$ cat config.mk
export PLATFORM = sky130hd
export DESIGN_NAME = intr_ctrl
export DESIGN_NICKNAME = d
export VERILOG_FILES = /design/src/rtl/intr_ctrl.sv
export SDC_FILE = /design/constraint.sdc
export NUM_CORES = 1
export LEC_CHECK = 0
export ABC_AREA = 1
export BUFFER_PORTS_ARGS = -buffer_cell sky130_fd_sc_hd__buf_2
export CAP_MARGIN = 20
export CORE_ASPECT_RATIO = 1.5
export CORE_MARGIN = 2
export CORE_UTILIZATION = 50
export DETAILED_ROUTE_END_ITERATION = 8
export PLACE_DENSITY_LB_ADDON = 0.1
export SYNTH_ARGS = -nofsm -noshare
export SYNTH_HDL_FRONTEND = slang
export SYNTH_SLANG_ARGS = --single-unit
$ cat constraint.sdc
create_clock -name clk -period 2.1 [get_ports clk]
set_clock_uncertainty 0.05 [all_clocks]
set_input_delay 0.21 -clock clk [delete_from_list [all_inputs] [get_ports clk]]
set_output_delay 0.21 -clock clk [all_outputs]
set_load 0.05 [all_outputs]
$ cat src/rtl/intr_ctrl.sv
// Fixed-priority nesting interrupt controller: captures rising edges on intr,
// masks them, requests the cpu and returns the winning line's handler vector.
module intr_ctrl #(
   parameter int                N_INT      = 8,
   parameter int                ADDR_W     = 10,
   parameter logic [ADDR_W-1:0] VEC_BASE   = 10'h3C0,
   parameter int                VEC_STRIDE = 4
) (
   input  logic              clk,
   input  logic              reset,
   input  logic [N_INT-1:0]  intr,
   input  logic              mask_we,
   input  logic [N_INT-1:0]  mask_in,
   input  logic              int_ack,
   input  logic              eoi,
   output logic              irq,
   output logic [ADDR_W-1:0] vector,
   output logic              vec_valid,
   output logic [N_INT-1:0]  pending,
   output logic [N_INT-1:0]  in_service,
   output logic [N_INT-1:0]  mask_out,
   output logic              dbg_state
);

   localparam int IDX_W = $clog2(N_INT + 1);

   // Handshake: irq stays high while a line is eligible and is consumed by a
   // one-cycle int_ack; the vector is then reported by a one-cycle vec_valid
   // strobe with no back-pressure. eoi is a one-cycle pulse per handler exit.
   typedef enum logic {IDLE = 1'b0, REQ = 1'b1} state_t;

   state_t              state_q, state_d;
   logic [N_INT-1:0]    intr_q, intr_d;
   logic [N_INT-1:0]    pending_q, pending_d;
   logic [N_INT-1:0]    in_service_q, in_service_d;
   logic [N_INT-1:0]    mask_q, mask_d;
   logic                irq_q, irq_d;
   logic [ADDR_W-1:0]   vector_q, vector_d;
   logic                vec_valid_q, vec_valid_d;

   logic [N_INT-1:0]    rise;
   logic [N_INT-1:0]    eoi_clr;
   logic [N_INT-1:0]    below;
   logic [N_INT-1:0]    eligible;
   logic [N_INT-1:0]    win_oh;
   logic [N_INT-1:0]    ack_set;
   logic [IDX_W-1:0]    ceiling;
   logic [IDX_W-1:0]    winner;
   logic                any_elig;
   logic                ack_take;

   always_comb begin
      rise    = intr & ~intr_q;
      eoi_clr = eoi ? (in_service_q & (~in_service_q + N_INT'(1))) : '0;

      ceiling = IDX_W'(N_INT);
      for (int i = N_INT - 1; i >= 0; i--) begin
         if (in_service_q[i]) ceiling = IDX_W'(i);
      end
      for (int i = 0; i < N_INT; i++) begin
         below[i] = (IDX_W'(i) < ceiling);
      end

      eligible = pending_q & ~mask_q & below;
      any_elig = |eligible;
      win_oh   = eligible & (~eligible + N_INT'(1));
      winner   = '0;
      for (int i = 0; i < N_INT; i++) begin
         if (win_oh[i]) winner = IDX_W'(i);
      end

      // The winner is re-evaluated every cycle so a later higher-priority
      // arrival still wins if it shows up before the acknowledge.
      ack_take = (state_q == REQ) && int_ack && any_elig;
      ack_set  = ack_take ? win_oh : '0;

      intr_d       = intr;
      pending_d    = (pending_q & ~ack_set) | rise;
      in_service_d = (in_service_q & ~eoi_clr) | ack_set;
      mask_d       = mask_we ? mask_in : mask_q;

      state_d     = state_q;
      vector_d    = vector_q;
      vec_valid_d = 1'b0;
      case (state_q)
         IDLE: begin
            if (any_elig) state_d = REQ;
         end
         REQ: begin
            if (!any_elig) begin
               state_d = IDLE;
            end else if (int_ack) begin
               state_d     = IDLE;
               vector_d    = VEC_BASE + ADDR_W'(VEC_STRIDE) * ADDR_W'(winner);
               vec_valid_d = 1'b1;
            end
         end
         default: state_d = IDLE;
      endcase
      irq_d = (state_d == REQ);
   end

   always_ff @(posedge clk or negedge reset) begin
      if (!reset) begin
         state_q      <= IDLE;
         intr_q       <= '0;
         pending_q    <= '0;
         in_service_q <= '0;
         mask_q       <= '0;
         irq_q        <= 1'b0;
         vector_q     <= '0;
         vec_valid_q  <= 1'b0;
      end else begin
         state_q      <= state_d;
         intr_q       <= intr_d;
         pending_q    <= pending_d;
         in_service_q <= in_service_d;
         mask_q       <= mask_d;
         irq_q        <= irq_d;
         vector_q     <= vector_d;
         vec_valid_q  <= vec_valid_d;
      end
   end

   assign irq        = irq_q;
   assign vector     = vector_q;
   assign vec_valid  = vec_valid_q;
   assign pending    = pending_q;
   assign in_service = in_service_q;
   assign mask_out   = mask_q;
   assign dbg_state  = state_q;

endmodule

==> run summary <==
The maximum number of pins on one net before global-route repair came out at 39. The final hold violation count is 0. The largest total area in the synthesized netlist belongs to dfrtp_1. The highest clock frequency the design can meet came out at 0.565 GHz.

The wire length per cell after detailed routing is 12.1 um. The worst setup path is of the flip-flop to flip-flop kind. The overall via count from detail_route came out at 1594. TritonCTS built the clock tree.

Clock tree synthesis selected as its root buffer the cell clkbuf_8. The share of the synthesized area in the top cell type is 51.9%. Across the run, the number of max-cap violations was 0. The placed wire-length estimate after detailed placement is 3100 um. The DRC violation count after routing is 0. The worst slew margin relative to its limit is 45.4%.

The final-report setup violation count came out at 0. The critical path data required time is 2.23 ns. The die extent in x came out at 53.4 um. After layout, the minimum clock period comes to 1.77 ns. The count of fill cells added during filler insertion is 343. 58 I/O pins were placed.

The wire length of the first global-routing pass is 6680 um. The chip height is 78.2 um. The remaining antenna violation count after routing came out at 0.

Along the worst path, the maximum fanout reaches 7. The transition at the pin with the smallest max-transition slack is 0.819 ns. The number of pins with negative max-slew slack in the final report came out at 0. Wires add up to 4000 um. The area occupied by multi-input gates is 679 um2. The kind of end point of the critical path is a flip-flop. The library cell contributing the largest single delay on the critical path is dfrtp_1. Synthesis produced a netlist whose cell count is 224. The number of rows in the core area came out at 26.

Walking the worst path, the cells encountered are nor2_2, nand2_1, nor4_1, nand3_1, o21ai_0, nand2_1. The run finished with clean final reports. The worst-skew pair later-pin latency came out at 0.29 ns. After synthesis, the cell types taking the most area are dfrtp_1 (52%), nand2_1 (12%), inv_1 (7.6%). The worst setup path is launched from a flip-flop. Setup total negative slack on the finished layout was measured at 0 ns. The number of buffers and inverters on the critical path is 0.

Summed over all layers, the global routing overflow is 0. The post-detailed-route via-to-cell ratio came out at 4.82. The full die area came out at 4180 um2. The H-tree depth came out at 2. Summing the sequential cell areas from Yosys gives 51.9% of the chip area. The path category of the worst min-delay check is input pin to flip-flop.

The post-route clock period utilization came out at 84.3%. Once the floorplan was initialized, standard cells occupied 53.2% of the core. Among cell families on the critical path, the largest total delay comes from simple AND/OR/NAND/NOR gates. The final layout net count came out at 309.

The clock net sink count is 38. The antenna cell count came out at 0. The count of different cell masters after synthesis is 23. Setup repair after global routing left no endpoint under its margin. The power per unit of standard cell area is 1700 nW/um2. The mean area per synthesized cell is 8.18 um2.

Data arrives at the worst endpoint at 1.89 ns. The region available for standard cell placement spans 3450 um2. The clock transition time at the flip-flop clock pins of the worst setup and hold paths came out at 0.07 ns.

The combined flip-flop and latch cell area came out at 951 um2. The final RePlAce weighted congestion came out at 0.920. The quantity of gates resized following cts is 0. The total CTS buffers came out at 5.

The leakage power is 0.00132 uW. Of the cells placed in the final design, the portion with a size suffix greater than 1 is 27.0%. The global routing usage summed across all routing layers came out at 22.0%.

The total power consumption of the routed design came out at 3910 uW. The Yosys warning count came out at 0. The total standard cell area after synthesis came out at 1830 um2. The maximum VDD drop came out at 1.20 mV. The library cell appearing most often on the critical path is nand2_1. The number of buffers on the longest clock path came out at 2. The via count of the first global-routing pass was 1520. The first-pass iteration count of the detailed router is 4.

The initial antenna violation count is 0. The starting DRC count in detailed routing came out at 46. The layout overhead on the synthesized area is 25.8%.

The number of synthesized register bits came out at 38. The largest incremental delay on the critical path is 0.45 ns. The count of port buffers added during placement came out at 54.
final cells by class:
type	instances	area share, %
clock buffer	5	2.98
clock inverter	3	1.74
inverter	41	6.67
multi-input combinational	139	29.5
sequential	38	41.2
tap	42	2.28
timing repair buffer	63	15.6
routing by layer:
layer	track usage [%]	vias to the layer above	share of wire, %
li1	-	813	-
met1	27.7	703	42
met2	34.6	64	49
met3	6.08	14	5.5
met4	9.49	0	2.7
met5	0	-	0
where the power goes:
part	internal, uW	switching, uW	leakage [uW]
clock network	349	252	0.0000579
registers	916	164	0.000444
logic	582	1650	0.000816
total	1850	2070	0.00132
sequential cells by signal, indices dropped and copies added (netlist names):
name        cells
in_service      8
irq             1
vector          4
vec_valid       1
pending         8
mask_out        8
intr_q          8
what timing repair did:
| action | in CTS | in global routing |
|---|---|---|
| hold endpoints to repair | 46 | 0 |
| hold buffers | 9 | 0 |
| setup buffers | 0 | 0 |
placed cells by master (no fill, tap or decap), drive strengths merged:
cell type and instances:
a21oi 1, buf 54, bufinv 1, clkbuf 5, clkinv 2, conb 3
dfrtp 38, dlygate4sd3 9, inv 41, mux2 3, nand2 64, nand3 15
nand3b 5, nand4 6, nor2 20, nor3 3, nor4 1, o21ai 17
or2 1
per-stage QoR:
step / setup slack [ns] / area, um2 / instances / util, % / hold WS (ns)
final: 0.331 / 2310 / 331 / 66.9 / 0.0681
after global routing: 0.140 / 2310 / 331 / 66.9 / 0.0656
after CTS: 0.371 / 2310 / 331 / 66.9 / 0.0664
after detailed placement: 0.401 / 2110 / 314 / 61.1 / 0.285
after global placement: 0.417 / 2110 / 314 / 61.1 / 0.282
after floorplan: 0.303 / 1840 / 226 / - / -0.136
synth_stat cells:
cell type / number
a21oi_1: 1
buf_4: 7
clkbuf_1: 1
conb_1: 1
dfrtp_1: 38
inv_1: 37
inv_2: 4
mux2_2: 3
nand2_1: 61
nand2_2: 2
nand2_4: 1
nand3_1: 14
nand3_4: 1
nand3b_1: 5
nand4_1: 5
nand4_2: 1
nor2_1: 16
nor2_2: 2
nor2_4: 2
nor3_1: 3
nor4_1: 1
o21ai_0: 17
or2_1: 1
final timing paths:
path                               start             to  slack (ns)  cells after the start
hold / removal                       eoi  in_service[0]        0.07                      2
min in group asynchronous          reset    mask_out[1]        0.51                      2
setup reg to reg           in_service[0]     pending[7]        0.33                      6
max in group asynchronous          reset      intr_q[0]        0.98                      2
hold reg to reg                intr_q[2]     pending[2]        0.40                      1
setup / recovery           in_service[0]     pending[7]        0.33                      6
logic make-up after synthesis:
kind of cell	count (synthesis)	synth area share [%]
muxes	3	1.84
buffers and inverters	49	11.5
and+or+nand+nor	115	29.7
AOI/OAI and AO/OA	18	4.91
DFF	38	51.9
other	1	0.205
Power figures use the tool's default switching activity.
